## src/rtl/neureka_job_dispatcher_pkg.sv

```systemverilog
// Shared types for the multi-engine NEUREKA job dispatcher.
package neureka_job_dispatcher_pkg;

    localparam int NEUREKA_N_ENGINES_DEFAULT = 2;
    localparam int NEUREKA_CORE_W_DEFAULT    = 3;
    localparam int NEUREKA_ID_W_DEFAULT      = 8;

    typedef enum logic [1:0] {
        IDLE,
        START,
        RUN
    } neureka_dispatch_state_e;

    typedef struct packed {
        logic [NEUREKA_CORE_W_DEFAULT-1:0] core;
        logic [NEUREKA_ID_W_DEFAULT-1:0]   id;
    } neureka_job_t;

    function automatic int neureka_wrap_inc(input int v, input int n);
        return (v + 1 >= n) ? 0 : v + 1;
    endfunction

endpackage

```

## src/rtl/neureka_job_fifo.sv

```systemverilog
// Synchronous job FIFO with full/empty/count; push is dropped when full, pop when empty.
module neureka_job_fifo
    import neureka_job_dispatcher_pkg::*;
#(
    parameter type T     = neureka_job_t,
    parameter int  DEPTH = 4
) (
    input  logic                         clk_i,
    input  logic                         rst_i,
    input  logic                         clear_i,
    input  logic                         push_i,
    input  T                             data_i,
    input  logic                         pop_i,
    output T                             data_o,
    output logic                         full_o,
    output logic                         empty_o,
    output logic [$clog2(DEPTH+1)-1:0]   count_o
);

    localparam int PTR_W = $clog2(DEPTH);
    localparam int CNT_W = $clog2(DEPTH + 1);

    T                 mem_q [DEPTH];
    logic [PTR_W-1:0] wr_q, wr_d, rd_q, rd_d;
    logic [CNT_W-1:0] cnt_q, cnt_d;
    logic             push, pop;

    assign full_o  = (cnt_q == CNT_W'(DEPTH));
    assign empty_o = (cnt_q == '0);
    assign push    = push_i && !full_o;
    assign pop     = pop_i && !empty_o;
    assign data_o  = mem_q[rd_q];
    assign count_o = cnt_q;

    always_comb begin
        wr_d  = push ? PTR_W'(neureka_wrap_inc(int'(wr_q), DEPTH)) : wr_q;
        rd_d  = pop  ? PTR_W'(neureka_wrap_inc(int'(rd_q), DEPTH)) : rd_q;
        cnt_d = cnt_q;
        if (push && !pop)      cnt_d = cnt_q + CNT_W'(1);
        else if (pop && !push) cnt_d = cnt_q - CNT_W'(1);
    end

    always_ff @(posedge clk_i) begin
        if (rst_i || clear_i) begin
            wr_q  <= '0;
            rd_q  <= '0;
            cnt_q <= '0;
        end else begin
            wr_q  <= wr_d;
            rd_q  <= rd_d;
            cnt_q <= cnt_d;
        end
    end

    // Storage needs no reset: entries are only read once count says they are valid.
    always_ff @(posedge clk_i) begin
        if (push) mem_q[wr_q] <= data_i;
    end

endmodule

```

## src/rtl/neureka_job_dispatcher.sv

```systemverilog
// Queues jobs, hands them round-robin to idle engines, and routes completions back to owning cores.
module neureka_job_dispatcher
    import neureka_job_dispatcher_pkg::*;
#(
    parameter int N_ENGINES     = NEUREKA_N_ENGINES_DEFAULT,
    parameter int N_CORES       = 8,
    parameter int N_CONTEXT     = 4,
    parameter int ID_W          = 8,
    parameter int REGFILE_N_EVT = 2
) (
    input  logic                               clk_i,
    input  logic                               rst_i,
    input  logic                               clear_i,
    input  logic                               job_valid_i,
    output logic                               job_ready_o,
    input  logic [$clog2(N_CORES)-1:0]         job_core_i,
    input  logic [ID_W-1:0]                    job_id_i,
    output logic [N_ENGINES-1:0]               eng_start_o,
    input  logic [N_ENGINES-1:0]               eng_done_i,
    output logic [N_ENGINES*ID_W-1:0]          eng_id_o,
    output logic [N_ENGINES-1:0]               running_o,
    output logic [N_ENGINES-1:0]               done_mask_o,
    output logic [N_CORES*REGFILE_N_EVT-1:0]   evt_o,
    output logic                               busy_o
);

    localparam int CORE_W = $clog2(N_CORES);
    localparam int RR_W   = (N_ENGINES > 1) ? $clog2(N_ENGINES) : 1;

    typedef struct packed {
        logic [CORE_W-1:0] core;
        logic [ID_W-1:0]   id;
    } job_t;

    job_t                       fifo_in, fifo_head;
    logic                       fifo_full, fifo_empty;
    logic [$clog2(N_CONTEXT+1)-1:0] fifo_count;

    neureka_dispatch_state_e    state_q [N_ENGINES];
    neureka_dispatch_state_e    state_d [N_ENGINES];
    logic [ID_W-1:0]            id_q    [N_ENGINES];
    logic [ID_W-1:0]            id_d    [N_ENGINES];
    logic [CORE_W-1:0]          owner_q [N_ENGINES];
    logic [CORE_W-1:0]          owner_d [N_ENGINES];

    logic [RR_W-1:0]            rr_q, rr_d, disp_sel;
    logic                       disp_en;
    logic [N_ENGINES-1:0]       done_acc, done_mask_q;
    logic [N_CORES-1:0]         evt0_d, evt0_q;
    logic                       evt1_d, evt1_q;
    logic                       busy_now, busy_q;

    assign fifo_in = '{core: job_core_i, id: job_id_i};

    neureka_job_fifo #(
        .T     (job_t),
        .DEPTH (N_CONTEXT)
    ) i_fifo (
        .clk_i   (clk_i),
        .rst_i   (rst_i),
        .clear_i (clear_i),
        .push_i  (job_valid_i),
        .data_i  (fifo_in),
        .pop_i   (disp_en),
        .data_o  (fifo_head),
        .full_o  (fifo_full),
        .empty_o (fifo_empty),
        .count_o (fifo_count)
    );

    assign job_ready_o = !fifo_full;

    // Scan downwards so the idle engine closest to rr_q wins.
    always_comb begin
        disp_en  = 1'b0;
        disp_sel = '0;
        if (!fifo_empty) begin
            for (int i = N_ENGINES - 1; i >= 0; i--) begin
                if (state_q[(int'(rr_q) + i) % N_ENGINES] == IDLE) begin
                    disp_en  = 1'b1;
                    disp_sel = RR_W'((int'(rr_q) + i) % N_ENGINES);
                end
            end
        end
        rr_d = disp_en ? RR_W'(neureka_wrap_inc(int'(disp_sel), N_ENGINES)) : rr_q;
    end

    always_comb begin
        busy_now = (fifo_count != '0);
        evt0_d   = '0;
        done_acc = '0;
        for (int e = 0; e < N_ENGINES; e++) begin
            state_d[e] = state_q[e];
            id_d[e]    = id_q[e];
            owner_d[e] = owner_q[e];
            if (state_q[e] != IDLE) busy_now = 1'b1;
            case (state_q[e])
                IDLE: begin
                    if (disp_en && int'(disp_sel) == e) begin
                        state_d[e] = START;
                        id_d[e]    = fifo_head.id;
                        owner_d[e] = fifo_head.core;
                    end
                end
                START: state_d[e] = RUN;
                RUN: begin
                    if (eng_done_i[e]) begin
                        state_d[e]  = IDLE;
                        done_acc[e] = 1'b1;
                        evt0_d[owner_q[e]] = 1'b1;
                    end
                end
                default: state_d[e] = IDLE;
            endcase
        end
        // A fall caused by reset cannot fire: reset clears busy_q.
        evt1_d = busy_q && !busy_now;
    end

    always_ff @(posedge clk_i) begin
        if (rst_i || clear_i) begin
            for (int e = 0; e < N_ENGINES; e++) begin
                state_q[e] <= IDLE;
                id_q[e]    <= '0;
                owner_q[e] <= '0;
            end
            rr_q        <= '0;
            done_mask_q <= '0;
            evt0_q      <= '0;
            evt1_q      <= 1'b0;
            busy_q      <= 1'b0;
        end else begin
            for (int e = 0; e < N_ENGINES; e++) begin
                state_q[e] <= state_d[e];
                id_q[e]    <= id_d[e];
                owner_q[e] <= owner_d[e];
            end
            rr_q        <= rr_d;
            done_mask_q <= done_acc;
            evt0_q      <= evt0_d;
            evt1_q      <= evt1_d;
            busy_q      <= busy_now;
        end
    end

    always_comb begin
        eng_start_o = '0;
        running_o   = '0;
        eng_id_o    = '0;
        evt_o       = '0;
        for (int e = 0; e < N_ENGINES; e++) begin
            eng_start_o[e]              = (state_q[e] == START);
            running_o[e]                = (state_q[e] != IDLE);
            eng_id_o[e*ID_W +: ID_W]    = id_q[e];
        end
        for (int c = 0; c < N_CORES; c++) begin
            evt_o[c*REGFILE_N_EVT]     = evt0_q[c];
            evt_o[c*REGFILE_N_EVT + 1] = evt1_q;
        end
    end

    assign done_mask_o = done_mask_q;
    assign busy_o      = busy_q;

endmodule
```

## config.mk

```make
export PLATFORM = sky130hd
export DESIGN_NAME = neureka_job_dispatcher
export DESIGN_NICKNAME = d
export VERILOG_FILES = /design/src/rtl/neureka_job_dispatcher_pkg.sv /design/src/rtl/neureka_job_fifo.sv /design/src/rtl/neureka_job_dispatcher.sv
export SDC_FILE = /design/constraint.sdc
export NUM_CORES = 1
export LEC_CHECK = 0
export BUFFER_PORTS_ARGS = -buffer_cell sky130_fd_sc_hd__buf_2
export CORE_AREA = 2 2 80 113
export CTS_CLUSTER_SIZE = 10
export DETAILED_ROUTE_END_ITERATION = 8
export DIE_AREA = 0 0 82 115
export PLACE_DENSITY = 0.72
export SYNTH_ARGS = -nofsm -noshare
export SYNTH_HDL_FRONTEND = slang
export SYNTH_SLANG_ARGS = --single-unit
export TNS_END_PERCENT = 10
```

## constraint.sdc

```tcl
create_clock -name clk_i -period 2.35 [get_ports clk_i]
set_input_delay 0.1175 -clock clk_i [delete_from_list [all_inputs] [get_ports clk_i]]
set_output_delay 0.1175 -clock clk_i [all_outputs]
set_load 0.05 [all_outputs]
```

Word-level counts from Yosys, hierarchy flattened
Memory sizes are Yosys's and may differ from the RTL's. A register that Yosys moved wholly into a read port is not among the register bits.
Cells that the tools add are included.
{"block": "word_totals", "input_bits": 17, "register_bits": 20, "memories": 4, "wordCells": 119, "ram_bits": 70}
{"name": "i_fifo.mem_q", "depth": 4, "word_bits": 11, "rd": 1, "rd_clocked_by_memory_dff": 1, "wr": 1, "line": "neureka_job_fifo.sv:23", "text": "T mem_q [DEPTH];"}
{"name": "id_q", "depth": 2, "word_bits": 8, "rd": 2, "rd_clocked_by_memory_dff": 0, "wr": 2, "line": "neureka_job_dispatcher.sv:41", "text": "logic [ID_W-1:0] id_q [N_ENGINES];"}
{"name": "owner_q", "depth": 2, "word_bits": 3, "rd": 2, "rd_clocked_by_memory_dff": 0, "wr": 2, "line": "neureka_job_dispatcher.sv:43", "text": "logic [CORE_W-1:0] owner_q [N_ENGINES];"}
{"name": "state_q", "depth": 2, "word_bits": 2, "rd": 4, "rd_clocked_by_memory_dff": 1, "wr": 2, "line": "neureka_job_dispatcher.sv:39", "text": "neureka_dispatch_state_e state_q [N_ENGINES];"}
{"block": "op_classes", "n_bitwise": 10, "mux": 52, "n_addsub": 6, "magnitude_cmp": 7, "reduce_logical": 26, "eq_ne": 5}
{"operator": "8-bit two-way mux", "count": 10}
{"operator": "3-bit two-way mux", "count": 8}
{"operator": "1-bit two-way mux", "count": 20}
{"operator": "2-bit two-way mux", "count": 10}
{"operator": "2-bit one-hot mux with 3 select lines", "count": 2}
{"operator": "1-bit logical AND", "count": 9}
{"operator": "2-bit logical NOT", "count": 4}
{"operator": "3-bit by 4-bit < comparator with 1-bit output (second input constant)", "count": 2}
{"operator": "8-bit bitwise OR", "count": 1}
{"operator": "2-bit by 1-bit adder with 3-bit output (second input constant)", "count": 2}
{"operator": "1-bit demux with 3-bit select", "count": 2}
{"operator": "3-bit by 1-bit >= comparator with 1-bit output (second input constant)", "count": 2}
{"operator": "3-bit >= comparator (second input constant)", "count": 2}
{"operator": "1-bit bitwise OR", "count": 6}
{"operator": "2-bit nonzero test", "count": 3}
{"operator": "1-bit logical NOT", "count": 5}
{"operator": "2-bit by 1-bit equality test with 1-bit output (second input constant)", "count": 2}
{"operator": "2-bit equality test (second input constant)", "count": 2}
{"operator": "2-bit OR reduction", "count": 2}
{"operator": "3-bit by 1-bit adder with 3-bit output (second input constant)", "count": 1}
{"operator": "3-bit equality test (second input constant)", "count": 1}
{"operator": "3-bit logical NOT", "count": 1}
{"operator": "1-bit inverter", "count": 3}
{"operator": "3-bit nonzero test", "count": 1}
{"operator": "5 further kinds", "count": 5}

Logic depth before layout (Yosys ltp)
Gate-level depths: netlist of run 1.
An unclocked memory read counts as a cell.
{"block": "logic_depth", "word_depth": 11, "ltp_mapped": 11}

By module
From an unflattened synthesis of run 1, not the netlist that was laid out.
{"block": "unflattened", "hier_cells": 293, "hier_area_um2": 3708.6}
{"module": "neureka_job_fifo", "cells_per_inst": 108, "area_each_um2": 2069.5, "n_inst": 1}
{"module": "neureka_job_dispatcher", "cells_per_inst": 185, "area_each_um2": 1639.1, "n_inst": 1}

Worst setup path after synthesis of run 1
No wires, ideal clock.
{"block": "synth_path", "path_kind": "reg-to-reg", "startpoint": "register i_fifo.cnt_q[0], in the netlist i_fifo.count_o[0]", "endpoint": "register i_fifo.cnt_q[2], in the netlist i_fifo.count_o[2]", "n_path_buf": 1, "setup_time_ns": 0.071, "stages_incl_launch_ff": 11, "setup_slack_ns": -0.209, "period_less_slack_ns": 2.559, "arrival_ns": 2.489, "path_cell_list": "dfxtp_1 -> or3b_1 -> clkbuf_1 -> nand2_1 -> inv_1 -> ha_1 -> inv_1 -> fa_1 -> xor2_1 -> or3_1 -> a21oi_1"}
{"block": "synth_between", "elab_chain_cells": 6, "elab_cells_between_ends": 16, "classes_between": "add/sub (2); eq/ne (1); mux (3); reduce/logical (10)"}
{"item": "from (decl)", "line": "neureka_job_fifo.sv:25", "text": "logic [CNT_W-1:0] cnt_q, cnt_d;"}
{"item": "from (signal assigned)", "line": "neureka_job_fifo.sv:51", "text": "cnt_q <= cnt_d;"}
{"item": "3-bit equality test (*)", "line": "neureka_job_fifo.sv:28", "text": "assign full_o = (cnt_q == CNT_W'(DEPTH));"}
{"item": "1-bit logical NOT (*)"}
{"item": "named net job_ready_o", "line": "neureka_job_dispatcher.sv:15", "text": "output logic job_ready_o,"}
{"item": "1-bit logical AND (*)", "line": "neureka_job_fifo.sv:30", "text": "assign push = push_i && !full_o;"}
{"item": "named net i_fifo.push", "line": "neureka_job_fifo.sv:26", "text": "logic push, pop;"}
{"item": "1-bit logical NOT", "line": "neureka_job_fifo.sv:40", "text": "else if (pop && !push) cnt_d = cnt_q - CNT_W'(1);"}
{"item": "1-bit logical AND", "line": "neureka_job_fifo.sv:40"}
{"item": "2-bit nonzero test (no line)"}
The timed path passes the listed nets; every way through them passes the cells marked *. The select of a mux whose other input is x is not followed.
A chain may end at the register's enable or synchronous reset.

Worst setup path after layout of run 1
{"block": "layout_path", "startpoint": "register i_fifo.cnt_q[1], in the netlist i_fifo.count_o[1]", "endpoint": "register i_fifo.cnt_q[2], in the netlist i_fifo.count_o[2]"}
{"block": "layout_between", "elab_chain_cells": 6, "elab_cells_between_ends": 16, "classes_between": "add/sub (2); eq/ne (1); mux (3); reduce/logical (10)"}
{"item": "3-bit equality test (*)", "line": "neureka_job_fifo.sv:28"}
{"item": "1-bit logical NOT (*)", "line": "neureka_job_fifo.sv:30"}
{"item": "1-bit logical AND (*)", "line": "neureka_job_fifo.sv:30"}
{"item": "named net i_fifo.push", "line": "neureka_job_fifo.sv:26"}
{"item": "1-bit logical NOT", "line": "neureka_job_fifo.sv:40"}
{"item": "1-bit logical AND", "line": "neureka_job_fifo.sv:40"}
{"item": "2-bit nonzero test (no line)"}
Marks and branches as above.

==> impl_metrics.csv, run 1 <==
group,metric,value,unit
detailed_routing,top_layer,"met4",
min_path,min-delay-path-class,"in -> reg",
detailed_routing,drt_iter0_drc,167,
clock_network,cts_tree,"done",
outcome,outcome,"finished, final reports clean",
global_routing,grt_antenna_before_repair,0,
floorplan,die_x,82,µm
finish,drive_above_1_share,0.247,
detailed_routing,m1WireLength,2960,µm
run,max_cap_viol_count,0,
finish,num-nets-final,388,
detailed_routing,num_vias,2511,
min_path,min_to,"state_q[1][1]",
min_path,hold_depth,4,
timing,max_slew_margin,0.419,
critical_path,cp_data_arrival_time,2.52,ns
placed_design,dpl_cell_area,4020,µm²
timing,rsz0062_at_grt,"no",
critical_path,path_cells,"or3b_1 -> nand2_1 -> inv_1 -> ha_1 -> inv_1 -> fa_1 -> xor2_1 -> or3_1 -> a21oi_1",
critical_path,cp_top_family,"simple AND/OR/NAND/NOR gates",
logic_synthesis,ys_types,40,
clock_network,clock_sinks,93,
detailed_routing,drtAntennaViolNets,0,
detailed_routing,drt-pass1-iter-count,5,
placed_design,place.gp.congestion,0.861,
logic_synthesis,yosys_warnings,0,
logic_synthesis,synthesis.nets,330,
critical_path,timing.rr.end,"i_fifo.count_o[2]",
clock_network,cts_max_path_buffers,2,
finish,fillers,742,
timing,worstMarginPinSlew,0.871,ns
power,leakage,0.00165,µW
logic_synthesis,synth_edf_count,44,
timing,finalHoldWorstSlack,0.0682,ns
placed_design,port_buffers,56,
min_path,min_from,"eng_done_i[1]",
timing,hold_viol_final,0,
detailed_routing,drt-total-wl,7610,µm
clock_network,root_buffer,"clkbuf_16",
timing,fin_tns_setup,0,ns
detailed_routing,wl_per_cell,16.1,µm
finish,finalNonFillerCells,474,
floorplan,row_count,40,
floorplan,coreArea,8410,µm²
logic_synthesis,ys.flop_type,"dfxtp_1",
logic_synthesis,syn_inst,306,
critical_path,worstPathMaxFanout,6,
critical_path,endpoint_kind,"flop",
critical_path,r2r_cells,9,
power,power_density,1190,nW/µm²
critical_path,worstSetupStartpointType,"flop",
finish,synthToLayoutAreaGrowth,18.6,%
logic_synthesis,avgSynthCellArea,12.1,µm²
global_routing,grt_pass1_vias,2384,
detailed_routing,routed_via_density,5.30,
timing,period_share,0.960,
power,clkPwrFrac,0.243,
power,combPwrFrac,0.371,
critical_path,crit_path_top_delay_cell,"dfxtp_1",
timing,finalSetupViolations,0,
detailed_routing,wl_met2,4140,µm
critical_path,max_stage_delay,0.43,ns
global_routing,grt_pass1_wl,11900,µm
timing,fin_skew,0.00718,ns
power,switching_share,0.385,
logic_synthesis,syn-cell-area,3700,µm²
critical_path,crit_path_frequent_cell,"inv_1",
floorplan,initial_utilization,0.440,
global_routing,grt_max_degree,47,
critical_path,reg2reg_from,"i_fifo.count_o[1]",
floorplan,pin_count,57,
global_routing,grt_usage,0.174,
clock_network,clock_latency,0.34,ns
critical_path,r2r_setup_slack,0.09,ns
placed_design,dpl.hpwl,5310,µm
timing,slew_violations,0,
floorplan,dieArea,9430,µm²
critical_path,crit_type,"reg -> reg",
logic_synthesis,synth_area_leaders,"edfxtp_1 36%, dfxtp_1 27%, mux4_2 6.7%",
global_routing,overflow,0,
detailed_routing,drc_errors,0,
clock_network,cts_buffers,9,
power,peakVddDrop,0.488,mV
power,pwr-share-seq,0.386,
finish,fin_area,4390,µm²
logic_synthesis,synth_top_cell_by_area,"edfxtp_1",
placed_design,dp.cells,447,
clock_network,clk_pin_slew,0.06,ns
logic_synthesis,synth_seq_cells,93,
logic_synthesis,async_flop_share,0,
power,power.switching,2020,µW
floorplan,fp.dieH,115,µm
critical_path,critPathBufInv,2,
power,p_int,3220,µW
timing,fin_crit,2.26,ns
detailed_routing,wl_met3,364,µm
critical_path,crit_required,2.62,ns
logic_synthesis,synth_top_area_share,0.357,
clock_network,htree_levels,3,
timing,fmax,443,MHz
logic_synthesis,synth-seq-area-share,0.622,
finish,antenna_cells,0,
## layout by cell type (no fill, tap or decap), types with 2 or more instances in the layout
master         Yosys  final
xor2_1             2      2
edfxtp_1          44     44
buf_2              5     56
o21ai_1           11     11
clkbuf_16          0      9
a31oi_1            2      2
nand3b_1           2      2
buf_4             10      6
dlygate4sd3_1      0     11
and3_1             4      4
clkinvlp_4         0      2
nand3_1           25     25
o21ai_0           17     17
clkinv_1           0      2
a21oi_1           28     28
ha_1               6      6
nand2_1            6      6
or3_1              3      3
nor2b_1            7      7
dfxtp_1           49     48
o21a_1             3      3
xnor2_1            3      3
a32oi_1            2      2
nor2_1            24     24
a22oi_1            5      5
nor3_1             2      2
clkbuf_1          10      2
mux4_2            11     11
inv_1              8      8
nor3b_1            3      3
## Yosys cell counts, types with 2 or more instances
cell and n:
a31oi_1 2, o21a_1 3, nand3_1 25, a32oi_1 2, nand2_1 6, inv_1 8
ha_1 6, buf_2 5, or3_1 3, o21ai_1 11, edfxtp_1 44, nor2_1 24
nand3b_1 2, buf_4 10, clkbuf_1 10, dfxtp_1 49, o21ai_0 17, xor2_1 2
nor2b_1 7, and3_1 4, mux4_2 11, nor3_1 2, xnor2_1 3, a22oi_1 5
nor3b_1 3, a21oi_1 28
## cell families after synthesis
kind of cell,after synthesis,synth area share
flip-flops,93,0.622
AND/OR/NAND/NOR,84,0.118
AO/OA/AOI/OAI,70,0.105
buffers and inverters,35,0.0474
multiplexers,12,0.0697
adder cells (fa/ha/maj),7,0.0257
XOR/XNOR,5,0.0118
## routing by layer
layer	global-route usage	vias to the layer above
met4	0.0833	0
met1	0.198	1205
li1	-	1226
met2	0.300	70
met3	0.0440	10
met5	0	-
## through the flow
step / total power, µW / util / setup slack, ns
2_1_floorplan: 3470 / - / 0.0573
3_3_place_gp: 3930 / 0.478 / 0.237
3_5_place_dp: 3980 / 0.478 / 0.135
4_1_cts: 5280 / 0.522 / 0.0878
5_1_grt: 5520 / 0.522 / 0.0187
6_report: 5240 / 0.522 / 0.0933
## power by group through the flow
stage,Sequential (µW),Combinational [µW],Clock (µW)
2_1_floorplan,2190,1280,0
3_3_place_gp,2040,1880,0
3_5_place_dp,2060,1920,0
4_1_cts,2020,1950,1310
5_1_grt,2050,2090,1370
6_report,2020,1940,1270
## worst register-to-register path: stages, from the launching register on
cell	delay, ns
dfxtp_1	0.43
or3b_1	0.23
nand2_1	0.13
inv_1	0.13
ha_1	0.22
inv_1	0.07
fa_1	0.37
xor2_1	0.16
or3_1	0.31
a21oi_1	0.14
## repair_timing
action	CTS	global route
buffers inserted	0	0
gates resized for setup	0	1
hold endpoints to repair	44	0
hold buffers	11	0
setup endpoints to repair	0	1
## worst max path at each step
| stage | start | end | slack [ns] | cells after the start |
|---|---|---|---|---|
| 2_1_floorplan | state_q[0][0] | i_fifo.count_o[2] | 0.06 | 10 |
| 3_3_place_gp | i_fifo.count_o[0] | i_fifo.count_o[2] | 0.24 | 9 |
| 3_5_place_dp | i_fifo.count_o[0] | i_fifo.count_o[2] | 0.14 | 9 |
| 4_1_cts | i_fifo.count_o[0] | i_fifo.count_o[2] | 0.09 | 9 |
| 5_1_grt | i_fifo.count_o[1] | i_fifo.count_o[2] | 0.02 | 9 |
| 6_report | i_fifo.count_o[1] | i_fifo.count_o[2] | 0.09 | 9 |
## area by class of cell
type                    instances  area, µm²  area share
flip-flops and latches         93       2300       0.525
clock inverters                 5       27.5     0.00627
inverters                       9       36.3     0.00827
well taps                     105        131      0.0299
multi-input cells             178       1220       0.278
clock buffers                  11        233      0.0530
repair buffers                 73        435      0.0992
## state kept, by name, indices dropped and copies added (netlist names), named ones only
signal	cells
done_mask_o	2
busy_o	1
i_fifo.mem_q	44
i_fifo.count_o	3
rr_q	1
id_q	16
evt0_q	8
i_fifo.wr_q	2
owner_q	6
evt1_q	1
state_q	4
i_fifo.rd_q	2
(Power assumes the default switching activity.)
==> run 2, diff against run 1 <==
--- a/config.mk
+++ b/config.mk
@@ -6,12 +6,13 @@
 export NUM_CORES = 1
 export LEC_CHECK = 0
 export BUFFER_PORTS_ARGS = -buffer_cell sky130_fd_sc_hd__buf_2
-export CORE_AREA = 2 2 80 113
+export CELL_PAD_IN_SITES_DETAIL_PLACEMENT = 1
+export CELL_PAD_IN_SITES_GLOBAL_PLACEMENT = 2
+export CORE_AREA = 2 2 92 129
 export CTS_CLUSTER_SIZE = 10
 export DETAILED_ROUTE_END_ITERATION = 8
-export DIE_AREA = 0 0 82 115
-export PLACE_DENSITY = 0.72
+export DIE_AREA = 0 0 94 131
+export PLACE_DENSITY = 0.79
 export SYNTH_ARGS = -nofsm -noshare
 export SYNTH_HDL_FRONTEND = slang
 export SYNTH_SLANG_ARGS = --single-unit
-export TNS_END_PERCENT = 10
==> impl_metrics.csv, run 2 (same netlist as run 1, synthesis figures left out) <==
group,metric,value,unit
outcome,outcome,"finished, final reports clean",
power,switching_share,0.372,
critical_path,crit_required,2.61,ns
global_routing,grtUsageMet1,0.157,
finish,regMostFlops,"i_fifo.mem_q",
placed_design,dpl.hpwl,5650,µm
power,peakVddDrop,0.376,mV
timing,fin_skew,0.0113,ns
timing,slew_violations,0,
floorplan,dieArea,12300,µm²
min_path,min-delay-path-class,"in -> reg",
critical_path,crit_type,"reg -> reg",
clock_network,cts_tree,"done",
timing,max_slew_margin,0.416,
floorplan,row_count,46,
detailed_routing,num_vias,2501,
global_routing,grt_pass1_wl,13000,µm
clock_network,clk_pin_slew,0.07,ns
power,pwr-share-seq,0.369,
finish,mostFrequentLayoutCells,"56 x buf_2, 44 x edfxtp_1, 42 x dfxtp_1",
clock_network,htree_levels,3,
critical_path,endpoint_kind,"flop",
critical_path,crit_path_top_delay_cell,"fa_1",
timing,period_share,0.924,
timing,finalSetupViolations,0,
placed_design,place.gp.congestion,0.732,
detailed_routing,drt-total-wl,7940,µm
critical_path,crit_path_frequent_cell,"inv_1",
power,power.switching,2060,µW
finish,top_regs,"i_fifo.mem_q (44), id_q (16), evt0_q (8)",
finish,synthToLayoutAreaGrowth,21.9,%
global_routing,grt_use_met2,0.254,
finish,largest_reg_flops,44,
global_routing,grt.busiest_layer,"met2",
global_routing,grt_pass1_vias,2550,
power,combPwrFrac,0.355,
timing,finalHoldWorstSlack,0.0529,ns
placed_design,pre_cts_slack,0.0523,ns
detailed_routing,wl_per_cell,15.5,µm
floorplan,initial_utilization,0.330,
timing,fin_tns_setup,0,ns
clock_network,cts_max_path_buffers,2,
critical_path,worstPathMaxFanout,6,
run,max_cap_viol_count,0,
detailed_routing,drtAntennaViolNets,0,
power,clkPwrFrac,0.276,
timing,hold_viol_final,0,
finish,drive_above_1_share,0.274,
floorplan,die_x,94,µm
global_routing,grt_max_degree,47,
floorplan,coreArea,11200,µm²
clock_network,clock_latency,0.35,ns
floorplan,fp.dieH,131,µm
finish,num-nets-final,388,
global_routing,grt_usage,0.141,
power,power_density,1230,nW/µm²
critical_path,path_cells,"or3b_4 -> nand2_1 -> inv_1 -> ha_1 -> inv_1 -> fa_1 -> xor2_1 -> or3_1 -> a21oi_1",
critical_path,cp_data_arrival_time,2.43,ns
timing,rsz0062_at_grt,"no",
timing,worstMarginPinSlew,0.876,ns
finish,final_common_cell,"buf_2",
clock_network,clock_sinks,93,
power,leakage,0.00169,µW
placed_design,dp.cells,486,
placed_design,port_buffers,56,
timing,fin_crit,2.17,ns
critical_path,max_stage_delay,0.39,ns
floorplan,pin_count,57,
detailed_routing,drc_errors,0,
detailed_routing,routed_via_density,4.88,
clock_network,root_buffer,"clkbuf_16",
global_routing,overflow,0,
finish,antenna_cells,0,
detailed_routing,drt_iter0_drc,96,
timing,fmax,460,MHz
finish,fin_util,0.402,
timing,worst_slack,0.178,ns
detailed_routing,drt-pass1-iter-count,4,
finish,finalNonFillerCells,513,
critical_path,worstSetupStartpointType,"flop",
power,p_int,3470,µW
global_routing,grt_antenna_before_repair,0,
global_routing,gr-usage-met3,0.0367,
clock_network,cts_buffers,9,
==> run 2: cell count changes in the layout (fill, tap and decap cells not counted), sizes merged <==
cell and delta:
clkinvlp -2, bufinv +2, clkbuf -1, inv +1
==> run 2: what timing repair did <==
item                       4_1_cts  5_1_grt
hold buffers                    11        0
buffers inserted                 0        0
setup endpoints to repair        0        1
hold endpoints to repair        44        0
gates resized for setup          0        9
==> run 2: power groups by stage <==
stage | Combinational, µW | Sequential, µW | Clock, µW
6_report | 1960 | 2040 | 1530
5_1_grt | 2150 | 2080 | 1640
4_1_cts | 1970 | 2030 | 1570
3_5_place_dp | 1940 | 2070 | 0
3_3_place_gp | 1930 | 2050 | 0
2_1_floorplan | 1280 | 2190 | 0
==> run 2: worst max-delay path: cells and delay by family (launching register included) <==
kind,cells,cell delay [ns]
buffers and inverters,2,0.15
AND/OR/NAND/NOR,3,0.68
AO/OA/AOI/OAI,1,0.16
XOR/XNOR,1,0.17
adder cells (fa/ha/maj),2,0.57
flip-flops,1,0.35
==> run 2: worst paths after layout <==
check | from | to | slack (ns) | cells past startpoint
worst max-delay path | i_fifo.count_o[2] | i_fifo.count_o[2] | 0.18 | 9
worst min-delay path | eng_done_i[1] | state_q[1][1] | 0.05 | 4
worst max register to register | i_fifo.count_o[2] | i_fifo.count_o[2] | 0.18 | 9
worst min register to register | id_q[0][12] | id_q[0][12] | 0.48 | 2
==> run 2: metrics by stage <==
step / total power [µW] / area (µm²)
2_1_floorplan: 3470 / 3700
3_3_place_gp: 3980 / 4070
3_5_place_dp: 4010 / 4070
4_1_cts: 5570 / 4490
5_1_grt: 5860 / 4510
6_report: 5530 / 4510
==> run 2: final cells by class <==
class                      count  area, µm²
tap                          144        180
sequential                    93       2310
timing repair buffer          73        435
clock inverter                 6       86.3
multi-input combinational    178       1230
inverter                       9       36.3
fill                        1233       6720
clock buffer                  10        229
==> run 2: per-layer routing <==
metal	routed length, µm	part of all wire	vias to the layer above
li1	-	-	1221
met1	3220	0.41	1222
met2	4260	0.54	51
met3	321	0.040	7
met4	130	0.016	0
met5	0	0	-
